`src/rtl/arm_emit_pkg.sv`:
```
// Shared types and constants for the ARM instruction emitter: FSM states,
// template table and template ROM contents.
package arm_emit_pkg;

    typedef enum logic {
        ST_IDLE = 1'b0,
        ST_EMIT = 1'b1
    } state_e;

    localparam int unsigned ADR_W      = 3;
    localparam int unsigned TMPL_N     = 4;
    localparam int unsigned TMPL_PTR_W = 4;
    localparam int unsigned CNT_W      = 2;
    localparam int unsigned LEN_W      = 3;
    localparam int unsigned ROM_W      = 32;
    localparam int unsigned ROM_USED   = 10;

    localparam logic [ADR_W-1:0] OP_ADR_INVALID = 3'b111;

    // Start address and word count of each template in the ROM.
    localparam logic [TMPL_PTR_W-1:0] TMPL_BASE [TMPL_N] = '{4'd0, 4'd1, 4'd3, 4'd6};
    localparam logic [LEN_W-1:0]      TMPL_LEN  [TMPL_N] = '{3'd1, 3'd2, 3'd3, 3'd4};

    localparam logic [ROM_W-1:0] ROM_WORDS [ROM_USED] = '{
        32'hE1A00000, 32'hE49D0004, 32'hE52D0004, 32'hE49D1004, 32'hE49D0004,
        32'hE0800001, 32'hE49D1004, 32'hE49D0004, 32'hE0800001, 32'hE52D0004
    };

endpackage

```
`src/rtl/arm_tmpl_rom.sv`:
```
// Combinational template ROM: word at address ptr, zero beyond the populated entries.
module arm_tmpl_rom
    import arm_emit_pkg::*;
#(
    parameter int unsigned WORD_W = 32,
    parameter int unsigned DEPTH  = 16,
    localparam int unsigned PTR_W = $clog2(DEPTH)
) (
    input  logic [PTR_W-1:0]  ptr,
    output logic [WORD_W-1:0] word
);

    always_comb begin
        word = '0;
        if (32'(ptr) < ROM_USED) begin
            word = WORD_W'(ROM_WORDS[ptr]);
        end
    end

endmodule

```
`src/rtl/arm_emit_seq.sv`:
```
// ARM instruction template emitter: one accepted opcode index streams its
// template words with valid/ready. Optional counters under ARM_EMIT_STATS_EN.
module arm_emit_seq
    import arm_emit_pkg::*;
#(
    parameter int unsigned WORD_W     = 32,
    parameter int unsigned TMPL_DEPTH = 16
) (
    input  logic              clk,
    input  logic              rst,
    input  logic              op_valid,
    output logic              op_ready,
    input  logic [ADR_W-1:0]  op_adr,
    output logic              inst_valid,
    input  logic              inst_ready,
    output logic [WORD_W-1:0] inst_word,
    output logic              inst_last,
    output logic              op_err
`ifdef ARM_EMIT_STATS_EN
    ,
    output logic [15:0]       emit_cnt,
    output logic [7:0]        err_cnt
`endif
);

    localparam int unsigned PTR_W = $clog2(TMPL_DEPTH);

    state_e             state_q, state_d;
    logic [PTR_W-1:0]   ptr_q, ptr_d;
    logic [CNT_W-1:0]   cnt_q, cnt_d;
    logic               op_err_q, op_err_d;
    logic               adr_ok_c;

    assign adr_ok_c = (op_adr != OP_ADR_INVALID) && !op_adr[2];
    assign op_err   = op_err_q;

    always_ff @(posedge clk or posedge rst) begin
        if (rst) begin
            state_q  <= ST_IDLE;
            ptr_q    <= '0;
            cnt_q    <= '0;
            op_err_q <= 1'b0;
        end else begin
            state_q  <= state_d;
            ptr_q    <= ptr_d;
            cnt_q    <= cnt_d;
            op_err_q <= op_err_d;
        end
    end

    // Next-state and handshake decode; stalls simply hold ptr/cnt.
    always_comb begin
        state_d    = state_q;
        ptr_d      = ptr_q;
        cnt_d      = cnt_q;
        op_err_d   = 1'b0;
        op_ready   = 1'b0;
        inst_valid = 1'b0;
        inst_last  = 1'b0;
        case (state_q)
            ST_IDLE: begin
                op_ready = 1'b1;
                if (op_valid) begin
                    if (adr_ok_c) begin
                        ptr_d   = PTR_W'(TMPL_BASE[op_adr[1:0]]);
                        cnt_d   = CNT_W'(TMPL_LEN[op_adr[1:0]] - LEN_W'(1));
                        state_d = ST_EMIT;
                    end else begin
                        op_err_d = 1'b1;
                    end
                end
            end
            ST_EMIT: begin
                inst_valid = 1'b1;
                inst_last  = (cnt_q == '0);
                if (inst_ready) begin
                    if (cnt_q == '0) begin
                        state_d = ST_IDLE;
                        ptr_d   = '0;
                    end else begin
                        ptr_d = ptr_q + PTR_W'(1);
                        cnt_d = cnt_q - CNT_W'(1);
                    end
                end
            end
            default: state_d = ST_IDLE;
        endcase
    end

    arm_tmpl_rom #(
        .WORD_W (WORD_W),
        .DEPTH  (TMPL_DEPTH)
    ) u_rom (
        .ptr  (ptr_q),
        .word (inst_word)
    );

`ifdef ARM_EMIT_STATS_EN
    logic [15:0] emit_cnt_q;
    logic [7:0]  err_cnt_q;

    // Accepted-word count wraps; error count saturates.
    always_ff @(posedge clk or posedge rst) begin
        if (rst) begin
            emit_cnt_q <= '0;
            err_cnt_q  <= '0;
        end else begin
            if (inst_valid && inst_ready) begin
                emit_cnt_q <= emit_cnt_q + 16'd1;
            end
            if (op_err_q && (err_cnt_q != 8'hFF)) begin
                err_cnt_q <= err_cnt_q + 8'd1;
            end
        end
    end

    assign emit_cnt = emit_cnt_q;
    assign err_cnt  = err_cnt_q;
`endif

endmodule

```
`config.mk`:
```
export PLATFORM = sky130hd
export DESIGN_NAME = arm_emit_seq
export DESIGN_NICKNAME = d
export VERILOG_FILES = /design/src/rtl/arm_emit_pkg.sv /design/src/rtl/arm_tmpl_rom.sv /design/src/rtl/arm_emit_seq.sv
export SDC_FILE = /design/constraint.sdc
export NUM_CORES = 1
export LEC_CHECK = 0
export CORE_MARGIN = 5
export CORE_UTILIZATION = 39
export CTS_CLUSTER_DIAMETER = 100
export DETAILED_ROUTE_END_ITERATION = 8
export PLACE_DENSITY_LB_ADDON = 0.3
export SLEW_MARGIN = 20
export SYNTH_ARGS = -nofsm -noshare
export SYNTH_HDL_FRONTEND = slang
export SYNTH_HIERARCHICAL = 1
export SYNTH_SLANG_ARGS = --single-unit
```
`constraint.sdc`:
```
create_clock -name clk -period 1.6 [get_ports clk]
set_input_delay 0.24 -clock clk [delete_from_list [all_inputs] [get_ports clk]]
set_output_delay 0.24 -clock clk [all_outputs]
set_load 0.05 [all_outputs]
```
==> results.md, run 1 <==
- #FFs+latches synth: 8
- Chip height: 55.6 µm
- Total GRT Usage: 14.1%
- M2 GR Usage: 26.4%
- Antenna-violating nets left: 0
- Initial antenna violation count: 0
- Iter 0 DRT Violations: 25
- Yosys top cell area share: 24.7%
- Yosys cell types: 35
- Final wirelength: 2.39 mm
- Final Instance Area: 0.00146 mm²
- Maximum Capacitance Violations: 0
- Fin nets: 146
- CP startpoint kind: register
- DR WL/cell: 14.8 µm
- CTS H-Tree Depth: 1
- Post-synth top cells: buf_4 (25), dfrtp_1 (8), inv_1 (6), o21ai_0 (5), ha_1 (4)
- Post-DP Area: around 0.0013 mm²
- Final setup viols: 11
- Final Slew Violations: 0
- Seq/Total Area, Yosys: 24.7%
- Yosys Warn Count: 6
- Failing checks: negative setup slack
- Top post-synthesis cells by area: dfrtp_1 (25%), buf_4 (23%), ha_1 (6.2%), mux2_4 (5.6%), o21ai_0 (3.1%)
- Antenna fix cells: 0
- Layout cell share with drive strength beyond 1: around 50%
- Syn Inst Count: 90
- Post-synth ARST share: 100%
- Final setup margin: -0.101 ns
- Longest Clk Path Bufs: 2
- Worst Path Required: approximately 1.4 ns
- First-pass GRT wire length: 3.48 mm
- First-pass detailed-route iteration total: 4
- Worst-path fanout max: 6
- Fmax: just under 0.6 GHz
- Cell accounting for the most synthesized area: dfrtp_1
- Syn_area_per_cell: 9.01 µm²
- GPL Wtd Cong: roughly 0.76
- Gr ovfl total: 0
- Fin crit period: about 1.7 ns
- Clock transition at the registers of the reported paths: 0.06 ns
- RSZ-0062 raised after global routing: yes
- Die area: 0.00309 mm²
- Crit end category: output port
- Clock Root Buffer: clkbuf_4
- Num CTS Buffers: 3
- Area Growth Syn to Fin: 80.6%
- IO Port Bufs: 24
- Initial Utilization: 41.3%
- GRT met1 Usage: 14.0%
- Hold buffer count at CTS: 0
- Drt drc: 0
- Final Cycle Share: 106%
- Io pins: 43
- Post-synth EDFFs: 0
- Worst Path Arrival: 1.46 ns
- TritonCTS clock tree: done
- Via-to-Cell Ratio: 4.85
- Core Area: 0.00196 mm²
- Setup TNS: -0.480 ns
- GRT busiest layer: met2
- Synth Cell Area: roughly 810 µm²
- Vias in the first global route: 721
- Die width: 55.6 µm
- Clock skew: 0.000886 ns
- Top-count cell post-synth: buf_4
- Row count: 16
- Hold Crit Class: in -> async
- Vias: 781
- Crit path kind: reg -> out
- Largest net degree at the start of global routing: 11
- Final Hold Fails: 0
- Worst-skew pair later-pin latency: 0.26 ns
- M3 GR Usage: about 4.2%
- Clock Sinks: 8
- DP HPWL: 1.61 mm
- Post-layout util: 74.6%
- Status: finished, violations left
- Main synth FF type: dfrtp_1
final timing paths:
kind                       depth (start not counted)  slack [ns]             to  startpoint
setup reg to reg                                   4        0.11       ptr_q[1]    ptr_q[0]
setup / recovery                                   4       -0.10  inst_word[12]    ptr_q[0]
hold reg to reg                                    1        0.64        state_q     state_q
hold / removal                                     2        0.23       cnt_q[1]         rst
max in group asynchronous                          2        1.10        state_q         rst
min in group clk                                   2        0.61         op_err    op_valid
layer usage:
metal	wire, µm	vias up
met3	174	8
met4	91	0
li1	-	357
met5	0	-
met1	836	376
met2	1290	40
through the flow:
stage               hold slack [ns]  setup slack [ns]  cells
floorplan                    0.0556            -0.226    107
global placement              0.517            -0.191    144
detailed placement            0.514            -0.246    144
CTS                           0.231           -0.0614    153
global route                  0.273            -0.164    161
finish                        0.231            -0.101    161
registers in the layout (all words and copies together), names as in the netlist:
name and count:
ptr_q 4, cnt_q 2, op_err 1, state_q 1
cell families after synthesis:
logic type	Yosys count	share of synthesized area (%)
other cells	1	0.463
fa+ha+maj	4	6.17
flops	8	24.7
compound gates	19	16.7
mux	4	6.79
simple gates	19	15.1
xor+xnor	2	2.16
buf+inv	33	27.9
timing repair:
action                                 in CTS  in global routing
buffers inserted                            5                  8
endpoints found under the hold margin       0                  0
pin swaps                                   3                  7
gates resized for setup                     8                  8
setup endpoints to repair                  14                 13
gates cloned                                0                  0
worst max-delay path, cell delays in order, from the launching register on:
cell and delay [ns]:
dfrtp_2 0.48, buf_6 0.15, xnor2_1 0.13, nor3b_2 0.23, clkbuf_16 0.21
cells in the final DEF (no fill, tap or decap), drive strengths merged, types with 2 or more instances in the layout:
cell           count
nor3b              2
nor3               2
nand2b             2
o21ai              5
nor2               4
nand2              3
dfrtp              8
and3               2
mux2               3
ha                 4
conb              18
xnor2              2
o2bb2ai            2
buf               42
clkdlybuf4s50      6
clkbuf             6
inv                5
a21oi              3
area by class of cell:
cell class | count | area [µm²]
clock buffer | 4 | 26.3
fill | 140 | 498
inverter | 6 | 26.3
multi-input combinational | 66 | 537
sequential | 8 | 204
tap | 27 | 33.8
timing repair buffer | 50 | 637
Power of run 1 is not shown: default switching activity piles up to over one toggle a cycle in this logic, so the estimate is an artifact.
==> inputs of run 2 (changes only) <==
--- a/config.mk
+++ b/config.mk
@@ -9,6 +9,7 @@
 export CORE_UTILIZATION = 39
 export CTS_CLUSTER_DIAMETER = 100
 export DETAILED_ROUTE_END_ITERATION = 8
+export GPL_TIMING_DRIVEN = 0
 export PLACE_DENSITY_LB_ADDON = 0.3
 export SLEW_MARGIN = 20
 export SYNTH_ARGS = -nofsm -noshare
==> run 2 against run 1 <==
  * The run still ends with negative setup slack left
  * Non-clock buffer count up 12
  * Flip-flop and latch count unchanged
  * Largest cell class unchanged
  * Critical path type unchanged
  * Final cell count up 7.5%
==> results.md, run 2 (synthesis results as in run 1) <==
- Max reg flops: 4 (unchanged)
- Vias in the first global route: 798 (was 721)
- Vias: 764 (was 781)
- Num CTS Buffers: 3 (unchanged)
- Critical path, cell by cell: buf_6 > a21oi_2 > o22ai_4 > buf_6 > buf_8 (was buf_6 > xnor2_1 > nor3b_2 > clkbuf_16)
- Final Hold Fails: 0 (unchanged)
- Regs by FF count: ptr_q: 4 flops, cnt_q: 2 flops (unchanged)
- Initial Utilization: 41.3% (unchanged)
- Clock skew: 0.00296 ns (was 0.000886 ns)
- Layout cell share with drive strength beyond 1: 54.8% (was 51.5%)
- CP dominant cell by count: buf_6
- Fin crit period: 1.67 ns (was 1.70 ns)
- TritonCTS clock tree: done (unchanged)
- Status: finished, violations left (unchanged)
- DR WL/cell: 11.9 µm (was 14.8 µm)
- R2R Path End: ptr_q[1] (unchanged)
- Largest net degree at the start of global routing: 10 (was 11)
- DP HPWL: 1.43 mm (was 1.61 mm)
- CP startpoint kind: register (unchanged)
- Antenna-violating nets left: 0 (unchanged)
- CTS H-Tree Depth: 1 (unchanged)
- Worst-path fanout max: 8 (was 6)
- Final wirelength: 2.06 mm (was 2.39 mm)
- Crit path kind: reg -> out (unchanged)
- Filler Cells Inserted: 153 (was 140)
- Fin nets: 158 (was 146)
- Maximum Capacitance Violations: 0 (unchanged)
- WP buf/inv: 3 (was 2)
- Area Growth Syn to Fin: 69.9% (was 80.6%)
- Clock Root Buffer: clkbuf_4 (unchanged)
- Final setup viols: 9 (was 11)
- Row count: 16 (unchanged)
- Hold Crit Class: in -> async (unchanged)
- R2r setup slk: 0.07 ns (was 0.11 ns)
- Iter 0 DRT Violations: 26 (was 25)
- Final Slew Violations: 0 (unchanged)
- Chip height: 55.6 µm (unchanged)
- Worst R2R Path Depth: 5 (was 4)
- GPL Wtd Cong: 0.743 (was 0.763)
- Worst-skew pair later-pin latency: 0.25 ns (was 0.26 ns)
- Clock transition at the registers of the reported paths: 0.06 ns (about the same)
- Initial antenna violation count: 0 (unchanged)
- Via-to-Cell Ratio: 4.42 (was 4.85)
- Core Area: 0.00196 mm² (unchanged)
- Longest Clk Path Bufs: 2 (unchanged)
- First-pass GRT wire length: 3.52 mm (was 3.48 mm)
- Worst Path Required: 1.36 ns (about the same)
- Final Cycle Share: 105% (was 106%)
- Pre-CTS setup slack: -0.603 ns (was -0.246 ns)
- IO Port Bufs: 24 (unchanged)
- CP top delay family: buffers and inverters (was flip-flops)
- Commonest non-fill, non-tap cell in the layout: buf_4 (unchanged)
- Biggest register: ptr_q (unchanged)
- Total GRT Usage: 13.7% (was 14.1%)
- First-pass detailed-route iteration total: 4 (unchanged)
- RSZ-0062 raised after global routing: yes (unchanged)
- Drt drc: 0 (unchanged)
- Clock Sinks: 8 (unchanged)
- Die area: 0.00309 mm² (unchanged)
- Gr ovfl total: 0 (unchanged)
- Fmax: 0.598 GHz (was 0.588 GHz)
- Final setup margin: -0.0734 ns (was -0.101 ns)
- Slowest CP cell: dfrtp_1 (was dfrtp_2)
- Crit end category: output port (unchanged)
- Most frequent cells in the layout: buf_4 (32), conb_1 (18), buf_6 (11) (was buf_4 (24), conb_1 (18), buf_12 (16))
- Antenna fix cells: 0 (unchanged)
- Worst Path Arrival: 1.43 ns (was 1.46 ns)
- Io pins: 43 (unchanged)
- FF-to-FF Start: ptr_q[0] (unchanged)
- Failing checks: negative setup slack (unchanged)
- Die width: 55.6 µm (unchanged)
- CP max stage delay: 0.39 ns (was 0.48 ns)
==> run 2: cell count changes in the layout (fill, tap and decap cells not counted), moves of 3 or more <==
cell	change
buf_2	+4
buf_6	+10
dlygate4sd2_1	+3
buf_8	+4
buf_4	+8
buf_12	-16
==> run 2: through the flow <==
step / instances / setup TNS, ns / area [µm²] / hold WS, ns / util, %
global placement: 158 / -6.78 / 1220 / 0.511 / 62.2
global route: 173 / -1.12 / 1380 / 0.275 / 70.2
detailed placement: 158 / -7.24 / 1220 / 0.533 / 62.2
finish: 173 / -0.430 / 1380 / 0.259 / 70.2
floorplan: 107 / -0.516 / 946 / 0.0556 / -
CTS: 172 / -0.198 / 1340 / 0.259 / 68.2
==> run 2: area by class of cell <==
| cell class | instances | area (µm²) | share of cell area (%) |
|---|---|---|---|
| flip-flops and latches | 8 | 205 | 14.9 |
| clock buffers | 4 | 26.3 | 1.91 |
| repair buffers | 35 | 325 | 23.6 |
| inverters | 6 | 22.5 | 1.63 |
| plain buffers | 27 | 225 | 16.3 |
| multi-input cells | 66 | 539 | 39.1 |
| well taps | 27 | 33.8 | 2.45 |
==> run 2: what timing repair did <==
| action | CTS | global route |
|---|---|---|
| pin swaps | 4 | 1 |
| buffers inserted | 10 | 1 |
| hold buffers | 0 | 0 |
| cloned | 0 | 0 |
| gates resized for setup | 112 | 8 |
| setup endpoints to repair | 19 | 15 |
==> run 2: worst max-delay path by stage <==
stage                         from             to  slack (ns)  cells after the start
after global placement    ptr_q[1]  inst_word[24]       -0.57                      4
after global routing      ptr_q[2]  inst_word[16]       -0.13                      5
after floorplan           ptr_q[1]  inst_word[24]       -0.23                      3
final                     ptr_q[2]  inst_word[26]       -0.07                      5
after detailed placement  ptr_q[1]  inst_word[24]       -0.60                      4
after CTS                 ptr_q[0]  inst_word[24]       -0.04                      4
==> run 2: layer usage <==
metal | track usage [%] | wire length, µm | up-vias
met5 | 0 | 0 | -
met4 | 7.29 | 20 | 0
met3 | 2.32 | 99 | 2
met2 | 25.2 | 1120 | 24
met1 | 14.7 | 821 | 362
li1 | - | - | 376
Power of run 2 is left out for the same reason.
